<file path="src/rtl/imm_arith_encoder.sv">
// ---------------------------------------------------------------------------
// imm_arith_encoder
//
// Encodes RISC-V OP-IMM arithmetic/logic/shift instructions from a request
// record (kind, rd, rs1, imm) and queues the 32-bit words in a 2-entry FIFO
// with valid/ready handshakes on both sides.
//
// Build option:
//   IMM_ARITH_ENCODER_RV64_EN  - when defined, shifts use a 6-bit shamt
//                                (RV64 form); otherwise a 5-bit shamt (RV32).
//
// Ports:
//   clk        in   1   sole clock, rising edge
//   rst        in   1   synchronous active-high reset
//   in_valid   in   1   request present
//   in_ready   out  1   FIFO has space (occupancy < 2), registered-state only
//   in_kind    in   imm_arith_kind_t  operation to encode
//   in_rd      in   5   destination register
//   in_rs1     in   5   source register
//   in_imm     in   12  immediate / shift amount in low bits
//   out_valid  out  1   head entry present
//   out_ready  in   1   consumer takes head entry
//   out_insn   out  32  encoded word (0 when an error or when empty)
//   out_err    out  1   head request could not be encoded
// ---------------------------------------------------------------------------

package opcode_type;
  typedef enum logic [3:0] {
    iak_addi    = 4'd0,
    iak_slti    = 4'd1,
    iak_sltiu   = 4'd2,
    iak_xori    = 4'd3,
    iak_ori     = 4'd4,
    iak_andi    = 4'd5,
    iak_slli    = 4'd6,
    iak_srli    = 4'd7,
    iak_srai    = 4'd8,
    iak_invalid = 4'd15
  } imm_arith_kind_t;
endpackage

module imm_arith_encoder
  import opcode_type::*;
(
  input  logic            clk,
  input  logic            rst,
  input  logic            in_valid,
  output logic            in_ready,
  input  imm_arith_kind_t in_kind,
  input  logic [4:0]      in_rd,
  input  logic [4:0]      in_rs1,
  input  logic [11:0]     in_imm,
  output logic            out_valid,
  input  logic            out_ready,
  output logic [31:0]     out_insn,
  output logic            out_err
);

`ifdef IMM_ARITH_ENCODER_RV64_EN
  localparam int SHAMT_W = 6;
`else
  localparam int SHAMT_W = 5;
`endif

  localparam logic [6:0] OPC_OP_IMM = 7'b0010011;

  // -------------------------------------------------------------------------
  // Combinational encoder
  // -------------------------------------------------------------------------
  logic [2:0]  w_funct3;
  logic        w_is_shift;
  logic        w_arith;      // selects srai (bit 30 of the word)
  logic        w_kind_bad;
  logic        w_shamt_bad;
  logic        w_err;
  logic [11:0] w_imm_field;
  logic [31:0] w_insn;

  always_comb begin
    w_funct3   = 3'b000;
    w_is_shift = 1'b0;
    w_arith    = 1'b0;
    w_kind_bad = 1'b0;
    case (in_kind)
      iak_addi:  w_funct3 = 3'b000;
      iak_slti:  w_funct3 = 3'b010;
      iak_sltiu: w_funct3 = 3'b011;
      iak_xori:  w_funct3 = 3'b100;
      iak_ori:   w_funct3 = 3'b110;
      iak_andi:  w_funct3 = 3'b111;
      iak_slli: begin
        w_funct3   = 3'b001;
        w_is_shift = 1'b1;
      end
      iak_srli: begin
        w_funct3   = 3'b101;
        w_is_shift = 1'b1;
      end
      iak_srai: begin
        w_funct3   = 3'b101;
        w_is_shift = 1'b1;
        w_arith    = 1'b1;
      end
      // iak_invalid and any unassigned encoding
      default:   w_kind_bad = 1'b1;
    endcase
  end

  // Any immediate bit above the shamt field makes a shift unencodable.
  assign w_shamt_bad = w_is_shift && (|in_imm[11:SHAMT_W]);
  assign w_err       = w_kind_bad || w_shamt_bad;

  // Shift form: {0, arith, zeros, shamt}; the upper field width shrinks by
  // one bit in the 6-bit shamt build, so bit 30 stays the srai selector.
  assign w_imm_field = w_is_shift
                     ? {1'b0, w_arith, {(10 - SHAMT_W){1'b0}}, in_imm[SHAMT_W-1:0]}
                     : in_imm;

  assign w_insn = w_err ? 32'h0
                        : {w_imm_field, in_rs1, w_funct3, in_rd, OPC_OP_IMM};

  // -------------------------------------------------------------------------
  // 2-entry FIFO
  // -------------------------------------------------------------------------
  logic [32:0] r_mem [2];    // {err, insn}
  logic        r_wr_ptr;
  logic        r_rd_ptr;
  logic [1:0]  r_count;
  logic        w_push;
  logic        w_pop;
  logic [32:0] w_head;

  assign in_ready  = ~r_count[1];          // occupancy < 2
  assign out_valid = (r_count != 2'd0);
  assign w_push    = in_valid && in_ready;
  assign w_pop     = out_valid && out_ready;

  // Storage carries no reset; outputs are gated by out_valid instead, so a
  // stale entry can never be observed after reset.
  for (genvar gi = 0; gi < 2; gi++) begin : g_entry
    always_ff @(posedge clk) begin
      if (!rst && w_push && (r_wr_ptr == 1'(gi))) begin
        r_mem[gi] <= {w_err, w_insn};
      end
    end
  end

  always_ff @(posedge clk) begin
    if (rst) begin
      r_wr_ptr <= 1'b0;
      r_rd_ptr <= 1'b0;
      r_count  <= 2'd0;
    end else begin
      if (w_push) r_wr_ptr <= ~r_wr_ptr;
      if (w_pop)  r_rd_ptr <= ~r_rd_ptr;
      case ({w_push, w_pop})
        2'b10:   r_count <= r_count + 2'd1;
        2'b01:   r_count <= r_count - 2'd1;
        default: r_count <= r_count;   // none, or push+pop at occupancy 1
      endcase
    end
  end

  assign w_head   = r_mem[r_rd_ptr];
  assign out_insn = out_valid ? w_head[31:0] : 32'h0;
  assign out_err  = out_valid ? w_head[32]   : 1'b0;

endmodule

</file>
<file path="config.mk">
export PLATFORM = sky130hd
export DESIGN_NAME = imm_arith_encoder
export DESIGN_NICKNAME = d
export VERILOG_FILES = /design/src/rtl/imm_arith_encoder.sv
export SDC_FILE = /design/constraint.sdc
export NUM_CORES = 1
export LEC_CHECK = 0
export ABC_CLOCK_PERIOD_IN_PS = 3500
export BUFFER_PORTS_ARGS = -buffer_cell sky130_fd_sc_hd__buf_2
export CORE_MARGIN = 2
export CORE_UTILIZATION = 46
export DETAILED_ROUTE_END_ITERATION = 12
export HOLD_SLACK_MARGIN = 0.06
export PLACE_DENSITY = 0.7
export SLEW_MARGIN = 20
export SYNTH_ARGS = -nofsm -noshare
export SYNTH_HDL_FRONTEND = slang
export SYNTH_SLANG_ARGS = --single-unit
</file>
<file path="constraint.sdc">
create_clock -name clk -period 3.5 [get_ports clk]
set_input_delay 0.525 -clock clk [delete_from_list [all_inputs] [get_ports clk]]
set_output_delay 0.525 -clock clk [all_outputs]
set_load 0.05 [all_outputs]
</file>
==> flow_metrics.env <==
export IMPL_status="completed"
export IMPL_hold_depth=2
export IMPL_grt_pass1_wl_microns=7700
export IMPL_period_minus_slack_ns=2.409
export IMPL_synthSimpleGateAreaFrac_pct=15.62
export IMPL_design_core_area_sq_mm=0.005540
export IMPL_synth_compound_area_share_pct=3.294
export IMPL_area_growth_pct=21.88
export IMPL_hold_viol=0
export IMPL_place_area_sq_mm=0.003010
export IMPL_cp_arrival_ns=1.88
export IMPL_dr_total_vias=1713
export IMPL_worst_pin_slew_ns=0.8622
export IMPL_avgSynthCellArea_sq_um=13.50
export IMPL_clk_latency_ns=0.32
export IMPL_cp_end_kind="primary output"
export IMPL_drt_initial_drc_count=70
export IMPL_p_leak_nw=1.299
export IMPL_h_tree_depth=3
export IMPL_syn_area_sq_mm=0.002659
export IMPL_ys_top_cells_by_area="edfxtp_1, mux2i_1, nor2_1, nor3b_1, dfxtp_1"
export IMPL_critPathMaxFanout=27
export IMPL_use_met3_pct=3.167
export IMPL_finalCritPeriodShare_pct=68.84
export IMPL_die_area_sq_mm=0.006404
export IMPL_yosysUniqueCellTypes=34
export IMPL_setup_viol=0
export IMPL_cts_setup_buffers=0
export IMPL_antenna_found_initial=0
export IMPL_ys_warn_count=0
export IMPL_cts_sinks=59
export IMPL_synth_top_family_by_area="simple AND/OR/NAND/NOR gates"
export IMPL_startpoint_type="flip-flop"
export IMPL_fp_dieW_microns=80.03
export IMPL_seq_area_frac_synth_pct=64.75
export IMPL_pin_count=65
export IMPL_gr_usage_met2_pct=29.17
export IMPL_track_usage_pct=16.24
export IMPL_reg2regPathDepth=5
export IMPL_fill_cells=456
export IMPL_cts_hold_buffers=0
export IMPL_die_h_microns=80.03
export IMPL_firstDrtPassIters=4
export IMPL_hpwlAfterDp_microns=3160
export IMPL_required_ns=2.97
export IMPL_routedWlPerCell_microns=14.27
export IMPL_syn_inst=197
export IMPL_yosysMostFrequentCell="edfxtp_1"
export IMPL_drive_gt1_share_pct=32.71
export IMPL_nets=292
export IMPL_final_area_sq_mm=0.003241
export IMPL_pwr_density_cell_mw_per_mm2=894.4
export IMPL_grt_overflow_total=0
export IMPL_cts_root_buf="clkbuf_8"
export IMPL_synth_seq_cells=59
export IMPL_slew_limit_headroom_pct=42.52
export IMPL_route_detailed_drc=0
export IMPL_clock_skew_final_ns=0.006085
export IMPL_synthAdderAreaFrac_pct=0.4706
export IMPL_synthXorXnorAreaFrac_pct=1.318
export IMPL_async_reset_ff_share_pct=0
export IMPL_synth_area_leader_cell="edfxtp_1"
export IMPL_n_antenna_cell=0
export IMPL_routed_wl_microns=4823
export IMPL_synth_top_area_share_pct=60.99
export IMPL_port_buffers=60
export IMPL_max_freq_mhz=415.1
export IMPL_cts_resized=0
export IMPL_routabilityCongestion=0.7141
export IMPL_cts_tree="yes"
export IMPL_fin_setup_tns_ns=0
export IMPL_criticalPathCategory="flip-flop to primary output"
export IMPL_rsz0062_at_grt="false"
export IMPL_peakVddDrop_uv=364.0
export IMPL_drt_vias_per_instance=5.068
export IMPL_total_power_mw=2.898
export IMPL_synth_edf_count=54
export IMPL_synthMuxAreaShare_pct=10.16
export IMPL_grt_busiest_layer="met2"
export IMPL_cap_violations=0
export IMPL_hp_class="primary input to flip-flop"
export IMPL_grt_max_degree=28
export IMPL_synth_common_cells="edfxtp_1, nor2_1, mux2i_1"
export IMPL_clkTransAtPathRegs_ns=0.07
export IMPL_ant_nets=0
export IMPL_cts_made_buffers=9
export IMPL_grt_pass1_vias=1678
export IMPL_slew_viol_final=0
export IMPL_rows=27
export IMPL_initial_core_util_pct=47.99
export IMPL_synthFlopType="edfxtp_1"
export IMPL_met1_usage_pct=17.74
export IMPL_clock_path_buffers=2
==> flip-flops by register name, indices dropped and copies added, names as in the netlist, named ones only <==
signal,cells
r_wr_ptr,1
r_mem,54
r_count,2
r_rd_ptr,1
==> final timing paths <==
| check | startpoint | to | slack, ns |
|---|---|---|---|
| worst min-delay path | rst | flip-flop | 0.47 |
| worst max register to register | r_count[0] | r_count[1] | 1.86 |
| worst min register to register | r_rd_ptr | flip-flop | 0.53 |
| worst max-delay path | flip-flop | out_insn[0] | 1.09 |
==> report_power, final <==
group	switching, mW	internal (mW)	total (mW)	leakage, nW
registers	0.0936	0.872	0.965	0.546
logic	0.916	0.306	1.22	0.637
clock network	0.247	0.464	0.712	0.116
total	1.26	1.64	2.90	1.30
==> through the flow <==
| stage | hold slack (ns) | util, % | setup slack, ns | cells |
|---|---|---|---|---|
| after detailed placement | 0.5081 | 54.34 | 1.296 | 322 |
| after floorplan | 0.4725 | - | 0.3698 | 200 |
| after CTS | 0.4573 | 58.49 | 1.047 | 338 |
| after global placement | 0.4863 | 54.34 | 1.329 | 322 |
| after global routing | 0.4774 | 58.49 | 0.9409 | 338 |
| final | 0.4698 | 58.49 | 1.091 | 338 |
==> kinds of logic (layout without fill, tap and decap cells) <==
| group | after synthesis | count (layout) |
|---|---|---|
| AOI/OAI and AO/OA | 12 | 12 |
| xor gates and xnor gates | 4 | 4 |
| adders and majority gates | 1 | 1 |
| buffers and inverters | 19 | 85 |
| DFF | 59 | 59 |
| muxes | 27 | 27 |
| other | 1 | 4 |
| and+or+nand+nor | 74 | 74 |
==> layer usage <==
| metal | up-vias | share of wire [%] |
|---|---|---|
| met3 | 9 | 4.4 |
| met4 | 0 | 1.9 |
| met2 | 45 | 54 |
| met1 | 827 | 39 |
| met5 | - | 0 |
| li1 | 832 | - |
==> placed cells by master, fill, tap and decap left out, drive strengths merged, types with 2 or more instances in the layout <==
master / n
o21ai: 3
nor3b: 17
edfxtp: 54
xor2: 3
inv: 5
nand3b: 2
or3: 2
bufinv: 3
nor3: 4
o211ai: 2
conb: 4
mux2i: 27
clkbuf: 9
a21oi: 3
buf: 64
nor2: 35
clkinv: 4
dfxtp: 5
and2: 6
==> worst max-delay path, cell delays in order, from the launching register on <==
cell     delay [ns]
dfxtp_2        0.89
mux2i_1        0.17
nor2_1         0.19
buf_2          0.30
==> layout make-up <==
cell class	instances	area, sq um	share of cell area [%]
clock buffer	9	123.9	3.822
clock inverter	7	106.4	3.282
inverter	5	18.77	0.5792
multi-input combinational	122	848.3	26.18
sequential	59	1723	53.17
tap	72	90.09	2.780
timing repair buffer	64	330.3	10.19
(Power assumes the default switching activity.)
